[config.mk]
export PLATFORM = sky130hd
export DESIGN_NAME = serial_pattern_source
export DESIGN_NICKNAME = d
export VERILOG_FILES = /design/src/rtl/serial_pattern_source_pkg.sv /design/src/rtl/serial_pattern_cnt.sv /design/src/rtl/serial_pattern_source.sv
export SDC_FILE = /design/constraint.sdc
export NUM_CORES = 1
export LEC_CHECK = 0
export ABC_AREA = 1
export CAP_MARGIN = 10
export CORE_MARGIN = 8
export CORE_UTILIZATION = 55
export DETAILED_ROUTE_END_ITERATION = 10
export GPL_ROUTABILITY_DRIVEN = 0
export PLACE_DENSITY = 0.75
export SYNTH_ARGS = -nofsm -noshare
export SYNTH_HDL_FRONTEND = slang
export SYNTH_SLANG_ARGS = --single-unit
[constraint.sdc]
create_clock -name clk -period 2.4 [get_ports clk]
set_input_delay 0.24 -clock clk [delete_from_list [all_inputs] [get_ports clk]]
set_output_delay 0.24 -clock clk [all_outputs]
set_load 0.005 [all_outputs]
[src/rtl/serial_pattern_source_pkg.sv]
`default_nettype none
// ============================================================================
// serial_pattern_source_pkg : shared state type, defaults and length helper
// Rev 1.0
// ============================================================================
package serial_pattern_source_pkg;

   localparam int DEFAULT_WIDTH = 24;
   localparam int DEFAULT_LEN_W = 5;

   typedef enum logic [1:0] {
      ST_IDLE = 2'd0,
      ST_SEND = 2'd1,
      ST_DONE = 2'd2
   } state_t;

   // A requested length of 0 or beyond the register width means "whole register".
   function automatic int eff_len(input int len, input int width);
      return ((len == 0) || (len > width)) ? width : len;
   endfunction

endpackage
`default_nettype wire

[src/rtl/serial_pattern_cnt.sv]
`default_nettype none
// ============================================================================
// serial_pattern_cnt : bit-position counter, wraps to 0 after last_i
// Rev 1.0
// ============================================================================
module serial_pattern_cnt #(
   parameter int CNT_W = 5
) (
   input  logic             clk,
   input  logic             rst,
   input  logic             clr_i,
   input  logic             en_i,
   input  logic [CNT_W-1:0] last_i,
   output logic             tc_o
);

   logic [CNT_W-1:0] cnt_q;
   logic [CNT_W-1:0] cnt_d;

   assign tc_o = (cnt_q == last_i);

   always_comb begin
      cnt_d = cnt_q;
      if (clr_i) begin
         cnt_d = '0;
      end else if (en_i) begin
         cnt_d = tc_o ? '0 : cnt_q + 1'b1;
      end
   end

   always_ff @(posedge clk) begin
      if (!rst) begin
         cnt_q <= '0;
      end else begin
         cnt_q <= cnt_d;
      end
   end

endmodule
`default_nettype wire

[src/rtl/serial_pattern_source.sv]
`default_nettype none
// ============================================================================
// serial_pattern_source : MSB-first serialiser with one-shot and rotate modes
// Rev 1.0
// ============================================================================
module serial_pattern_source
   import serial_pattern_source_pkg::*;
#(
   parameter int WIDTH = DEFAULT_WIDTH,
   parameter int LEN_W = DEFAULT_LEN_W
) (
   input  logic             clk,
   input  logic             rst,
   input  logic             load_valid,
   output logic             load_ready,
   input  logic [WIDTH-1:0] load_data,
   input  logic [LEN_W-1:0] load_len,
   input  logic             mode,
   input  logic             stop,
   output logic             x,
   output logic             x_valid,
   output logic             sof,
   output logic             done
);

   state_t           state_q, state_d;
   logic [WIDTH-1:0] shift_q, shift_d;
   logic [WIDTH-1:0] shadow_q, shadow_d;
   logic [LEN_W-1:0] last_q, last_d;
   logic             mode_q, mode_d;
   logic             x_q, x_d;
   logic             x_valid_q, x_valid_d;
   logic             sof_q, sof_d;
   logic             done_q, done_d;
   logic             load_ready_q, load_ready_d;
   logic             cnt_clr;
   logic             cnt_en;
   logic             cnt_tc;

   serial_pattern_cnt #(
      .CNT_W (LEN_W)
   ) u_cnt (
      .clk    (clk),
      .rst    (rst),
      .clr_i  (cnt_clr),
      .en_i   (cnt_en),
      .last_i (last_q),
      .tc_o   (cnt_tc)
   );

   // The bit on x is computed one cycle ahead; shift_q holds the bits still to go, MSB-aligned.
   always_comb begin
      state_d   = state_q;
      shift_d   = shift_q;
      shadow_d  = shadow_q;
      last_d    = last_q;
      mode_d    = mode_q;
      x_d       = 1'b0;
      x_valid_d = 1'b0;
      sof_d     = 1'b0;
      done_d    = 1'b0;
      cnt_clr   = 1'b0;
      cnt_en    = 1'b0;

      case (state_q)
         ST_IDLE: begin
            if (load_valid) begin
               state_d   = ST_SEND;
               shift_d   = load_data << 1;
               shadow_d  = load_data;
               last_d    = LEN_W'(eff_len(int'(load_len), WIDTH) - 1);
               mode_d    = mode;
               x_d       = load_data[WIDTH-1];
               x_valid_d = 1'b1;
               sof_d     = 1'b1;
               cnt_clr   = 1'b1;
            end
         end
         ST_SEND: begin
            if (stop || (cnt_tc && !mode_q)) begin
               state_d = ST_DONE;
               done_d  = 1'b1;
               cnt_clr = 1'b1;
            end else if (cnt_tc) begin
               shift_d   = shadow_q << 1;
               x_d       = shadow_q[WIDTH-1];
               x_valid_d = 1'b1;
               sof_d     = 1'b1;
               cnt_en    = 1'b1;
            end else begin
               shift_d   = shift_q << 1;
               x_d       = shift_q[WIDTH-1];
               x_valid_d = 1'b1;
               cnt_en    = 1'b1;
            end
         end
         ST_DONE: begin
            state_d = ST_IDLE;
         end
         default: begin
            state_d = ST_IDLE;
         end
      endcase
   end

   assign load_ready_d = (state_d == ST_IDLE);

   always_ff @(posedge clk) begin
      if (!rst) begin
         state_q      <= ST_IDLE;
         shift_q      <= '0;
         shadow_q     <= '0;
         last_q       <= '0;
         mode_q       <= 1'b0;
         x_q          <= 1'b0;
         x_valid_q    <= 1'b0;
         sof_q        <= 1'b0;
         done_q       <= 1'b0;
         load_ready_q <= 1'b1;
      end else begin
         state_q      <= state_d;
         shift_q      <= shift_d;
         shadow_q     <= shadow_d;
         last_q       <= last_d;
         mode_q       <= mode_d;
         x_q          <= x_d;
         x_valid_q    <= x_valid_d;
         sof_q        <= sof_d;
         done_q       <= done_d;
         load_ready_q <= load_ready_d;
      end
   end

   assign load_ready = load_ready_q;
   assign x          = x_q;
   assign x_valid    = x_valid_q;
   assign sof        = sof_q;
   assign done       = done_q;

endmodule
`default_nettype wire

Word level (Yosys, flattened, before mapping)
Cells that the tools add are included.
{ "classes": {"n_addsub": 2, "bitwise": 1, "n_reduce_logical": 12, "muxes": 22, "eq_ne": 4, "magnitude_cmp": 1} }
{ "op_table": {"columns": ["operator", "n"], "rows": [
  ["24-bit 2-to-1 mux", 3],
  ["24-bit one-hot mux with 2 select lines", 1],
  ["5-bit 2-to-1 mux", 2],
  ["1-bit 2-to-1 mux", 9],
  ["1-bit one-hot mux with 2 select lines", 4],
  ["5-bit by 1-bit adder with 5-bit output (second input constant)", 1],
  ["5-bit == test", 1],
  ["5-bit greater-than comparator (second input constant)", 1],
  ["5-bit logical NOT", 1],
  ["5-bit by 1-bit subtractor with 5-bit output (second input constant)", 1],
  ["2-bit logical NOT", 2],
  ["2-bit 2-to-1 mux", 2],
  ["2-bit inequality test (second input constant)", 2],
  ["2-bit one-hot mux with 2 select lines", 1],
  ["2-bit AND reduction", 2],
  ["3-bit AND reduction", 1],
  ["2-bit by 1-bit == test with 1-bit output (second input constant)", 1],
  ["1-bit logical OR", 2],
  ["2-bit nonzero test", 1],
  ["2-bit OR reduction", 1],
  ["1-bit logical AND", 1],
  ["1-bit logical NOT", 1],
  ["1-bit inverter", 1]
]} }
{ "totals": {"inputBits": 34, "output_inout_bits": 5, "wordCells": 53, "ff_bits": 66} }

Depth between registers and ports, before layout
{ "depth": {"depth_word": 6, "ltp_mapped": 12, "mapped_depth_nobuf": 10} }

Hierarchy
Synthesis repeated with hierarchy kept, for this count alone.
{ "unflattened": {"hier_cells": 430, "area_unflattened_um2": 2976.6} }
{ "modules_own_cells": {"columns": ["module", "area_each_um2", "instances", "seq_area_each_um2", "cells_each"], "rows": [
  ["serial_pattern_source", 2660.1, 1, 1201.2, 383],
  ["serial_pattern_cnt", 316.6, 1, 100.1, 47]
]} }

Worst setup path before layout
Ideal clock, no wire load.
{ "synth_path": {"path_kind": "input to register", "startpoint": "input load_len[2]", "endpoint": "register last_q[4]", "setup_ns": 0.135, "path_slack_ns": 0.951, "cell_stages": 9, "required_time_ns": 2.265, "arrival_time_ns": 1.314, "n_path_buf": 0, "path_cell_list": "inv_1 -> nand2_1 -> nor2_1 -> o21ai_0 -> nand2_1 -> ha_1 -> nor3b_1 -> xnor2_1 -> a31oi_1"} }
{ "synth_between": {"elab_chain_len": 4, "elab_cells_between_ends": 5, "cone_classes": "add/sub: 1; order compare: 1; mux: 1; reduce/logical: 2"} }
{ "synth_lines": {"columns": ["item", "line_no", "text"], "rows": [
  ["from (decl)", "serial_pattern_source.sv:17", "input logic [LEN_W-1:0] load_len,"],
  ["5-bit greater-than comparator or 5-bit logical NOT (tied branches)", "serial_pattern_source_pkg.sv:19", "return ((len == 0) || (len > width)) ? width : len;"],
  ["1-bit logical OR", "serial_pattern_source_pkg.sv:19", null],
  ["5-bit 2-to-1 mux *", "serial_pattern_source_pkg.sv:19", null],
  ["5-bit by 1-bit subtractor with 5-bit output *", "serial_pattern_source.sv:71", "last_d = LEN_W'(eff_len(int'(load_len), WIDTH) - 1);"],
  ["to (signal assigned)", "serial_pattern_source.sv:124", "last_q <= last_d;"],
  ["to (decl)", "serial_pattern_source.sv:29", "logic [LEN_W-1:0] last_q, last_d;"]
]} }
Mark *: on every way between the ends. The rest lies on a longest branch, timed or not.
A chain may end at the register's enable or synchronous reset.

Worst setup path after layout
{ "layout_path": {"startpoint": "register u_cnt.cnt_q[2]", "endpoint": "register x_q (netlist: x)"} }
{ "layout_between": {"elab_chain_len": 5, "elab_cells_between_ends": 6, "cone_classes": "eq/ne: 1; mux: 3; reduce/logical: 2"} }
{ "layout_lines": {"columns": ["item", "line_no", "text"], "rows": [
  ["from (decl)", "serial_pattern_cnt.sv:17", "logic [CNT_W-1:0] cnt_q;"],
  ["from (signal assigned)", "serial_pattern_cnt.sv:35", "cnt_q <= cnt_d;"],
  ["5-bit == test *", "serial_pattern_cnt.sv:20", "assign tc_o = (cnt_q == last_i);"],
  ["1-bit logical AND", "serial_pattern_source.sv:80", "if (stop || (cnt_tc && !mode_q)) begin"],
  ["1-bit logical OR", "serial_pattern_source.sv:80", null],
  ["1-bit 2-to-1 mux *", "serial_pattern_source.sv:80", null],
  ["1-bit one-hot mux with 2 select lines *", "serial_pattern_source.sv:65", "case (state_q)"],
  ["to (signal assigned)", "serial_pattern_source.sv:115", "x_q <= 1'b0;"],
  ["to (signal assigned)", "serial_pattern_source.sv:126", "x_q <= x_d;"],
  ["to (decl)", "serial_pattern_source.sv:31", "logic x_q, x_d;"]
]} }
Marked as above.

==> impl_metrics.csv <==
group,metric,value,unit
setup_path,slowest_stage,"dfxtp_1",
finish,fill_cells,521,
detailed_routing,vias,3217,
clock_network,cts_hold_buf,0,
detailed_routing,route.detailed.drc,0,
power_and_ir_drop,power_density,690,mW/mm^2
yosys,yosys.area.top_type,"dfxtp_1",
clock_network,cts_buffers,9,
finish,multiInputGateArea,0.00161,mm^2
clock_network,post-cts-setup-buffers,0,
clock_network,cts_max_level,3,
sta,max-slew-margin-rel,67.7,%
setup_path,critPathBufInv,2,
finish,regArea,0.00130,mm^2
setup_path,crit_family,"compound AO/OA/AOI/OAI gates",
placement,preCtsSetupSlack,0.263,ns
worst_hold_path,hold_class,"reg2reg",
detailed_routing,routed_via_density,5.07,
sta,worst_pin_slew,0.485,ns
yosys,synth_fp_nets,562,
clock_network,cts_sinks,65,
detailed_routing,routed_wl,7770,um
run_status,run_status,"finished, final reports clean",
floorplan,start_util,56.5,%
power_and_ir_drop,irDropWorstVdd,0.383,mV
finish,nets,592,
sta,fin_hold_ws,0.450,ns
finish,num_antenna_cells,0,
setup_path,cp-end-kind,"register",
sta,setup_viol,0,
setup_path,crit_arrival,2.08,ns
detailed_routing,first_pass_iters,5,
yosys,synth_top_area_share,39.4,%
sta,period_minus_slack,1.82,ns
global_route,grt_usage,18.7,%
global_route,first_global_vias,2989,
finish,layout_common_cells,"155 x nand2_1, 68 x inv_1, 65 x dfxtp_1, 63 x nor2_1, 54 x nand3_1",
finish,final_common_cell,"nand2_1",
yosys,seq_area_frac_synth,39.4,%
placement,port_buffers,38,
floorplan,die_h,93.5,um
clock_network,cts_buffer_depth,2,
sta,totalNegativeSetupSlack,0,ns
floorplan,core_region_area,0.00585,mm^2
setup_path,crit_required,2.66,ns
clock_network,cts_tree,"yes",
sta,slew_violations,0,
yosys,netlist_instances,526,
yosys,avgSynthCellArea,6.28,um^2
setup_path,path_class,"reg2reg",
flow_run,maxCapViolCount,0,
sta,fin_ws,0.578,ns
detailed_routing,drt_iter0_drc,141,
yosys,ys_top_cells_by_area,"dfxtp_1 39%, nand2_1 18%, nand3_1 8.2%",
setup_path,crit_chain,"inv_2 -> nand2_1 -> nand2_1 -> nand3_1 -> nor2_4 -> buf_4 -> a21oi_1 -> nand3_1 -> a21oi_1",
setup_path,max_stage_delay,0.48,ns
clock_network,clk_pin_slew,0.06,ns
detailed_routing,antenna_left,0,
finish,fin_cells,635,
sta,fin_skew,0.00780,ns
yosys,ys_ff_latch,65,
floorplan,ios,39,
yosys,synth.yosys.warnings,0,
sta,fmax,549,MHz
power_and_ir_drop,p_leak,0.00191,uW
global_route,grt_max_degree,31,
finish,final_layout_size_suffix_gt1_share,6.25,%
floorplan,fp.dieW,93.5,um
sta,hold_viol,0,
sta,period_share,75.9,%
finish,area_growth,17.8,%
power_and_ir_drop,power,2690,uW
global_route,antenna_found_initial,0,
clock_network,cts-resized-gates,0,
yosys,ys_types,26,
detailed_routing,wl_per_cell,12.2,um
global_route,grt_first_pass_wirelength,13300,um
clock_network,cts_root_buf,"clkbuf_8",
floorplan,die-area,0.00875,mm^2
setup_path,path_max_fanout,28,
global_route,globalRouteOverflowTotal,0,
yosys,syn_area,0.00331,mm^2
sta,rsz0062_at_grt,"no",
placement,placed_cells,620,
placement,hpwl,5010,um
floorplan,row_count,28,
clock_network,clkLatencyLatePin,0.34,ns
setup_path,startpoint_type,"register",
[Yosys cell counts]
cell / number
a22oi_1: 1
a21oi_1: 34
xnor2_1: 3
nand3_2: 1
xnor2_2: 1
inv_2: 3
o21ai_0: 30
dfxtp_1: 65
buf_2: 9
a31oi_1: 1
nand4_1: 4
nor2_2: 1
nor3_1: 2
nand2_1: 156
nor2_4: 1
ha_1: 2
nand4_2: 1
nand3_1: 54
buf_1: 1
o21ai_1: 1
xor2_1: 2
nor3b_1: 1
clkbuf_1: 17
buf_4: 3
inv_1: 68
nor2_1: 64
[worst reg2reg max path, cell delays in order (launching register included)]
cell     delay [ns]
dfxtp_1        0.48
inv_2          0.07
nand2_1        0.06
nand2_1        0.05
nand3_1        0.12
nor2_4         0.03
buf_4          0.23
a21oi_1        0.38
nand3_1        0.13
a21oi_1        0.19
[path summary, 6_finish.rpt]
| check | slack, ns | from | cells after the start | end |
|---|---|---|---|---|
| min reg2reg | 0.45 | shadow_q[14] | 2 | shadow_q[14] |
| min | 0.45 | shadow_q[14] | 2 | shadow_q[14] |
| max reg2reg | 0.58 | u_cnt.cnt_q[2] | 9 | x |
| max | 0.58 | u_cnt.cnt_q[2] | 9 | x |
[final cells by class]
cell class	count	share of cell area [%]
clock buffers	11	3.63
inverters	71	6.84
flip-flops and latches	65	33.4
well taps	75	2.41
clock inverters	4	0.514
repair buffers	49	11.9
multi-input cells	360	41.3
[power breakdown]
part / internal [uW] / leakage [uW] / switching [uW] / total, uW
logic: 256 / 0.00128 / 416 / 672
registers: 1180 / 0.000538 / 33.3 / 1220
clock network: 390 / 0.0000887 / 409 / 799
total: 1830 / 0.00191 / 859 / 2690
[stage by stage]
stage,util [%],instance area (um^2)
after global placement,63.8,3730
after detailed placement,63.8,3730
final,66.6,3890
after global routing,66.6,3890
after CTS,66.6,3890
after floorplan,-,3310
[metal layers]
metal	global-route usage, %	vias up	part of all wire (%)
li1	-	1689	-
met1	21.5	1440	45
met2	33.0	79	48
met3	3.45	9	5.4
met4	8.46	0	1.3
met5	0	-	0
[registers in the layout (all words and copies together), names as in the netlist]
register / flops
shadow_q: 24
shift_q: 23
last_q: 5
u_cnt.cnt_q: 5
state_q: 2
done: 1
load_ready: 1
mode_q: 1
sof: 1
x: 1
x_valid: 1
[cell families (layout without fill, tap and decap cells)]
| family | after synthesis | in the layout | share of synthesized area [%] |
|---|---|---|---|
| AO/OA/AOI/OAI | 67 | 67 | 10.3 |
| XOR/XNOR | 6 | 6 | 1.82 |
| adder cells (fa/ha/maj) | 2 | 2 | 0.757 |
| buffers and inverters | 101 | 135 | 12.1 |
| flip-flops | 65 | 65 | 39.4 |
| AND/OR/NAND/NOR | 285 | 285 | 35.7 |
Power figures use the tool's default switching activity.
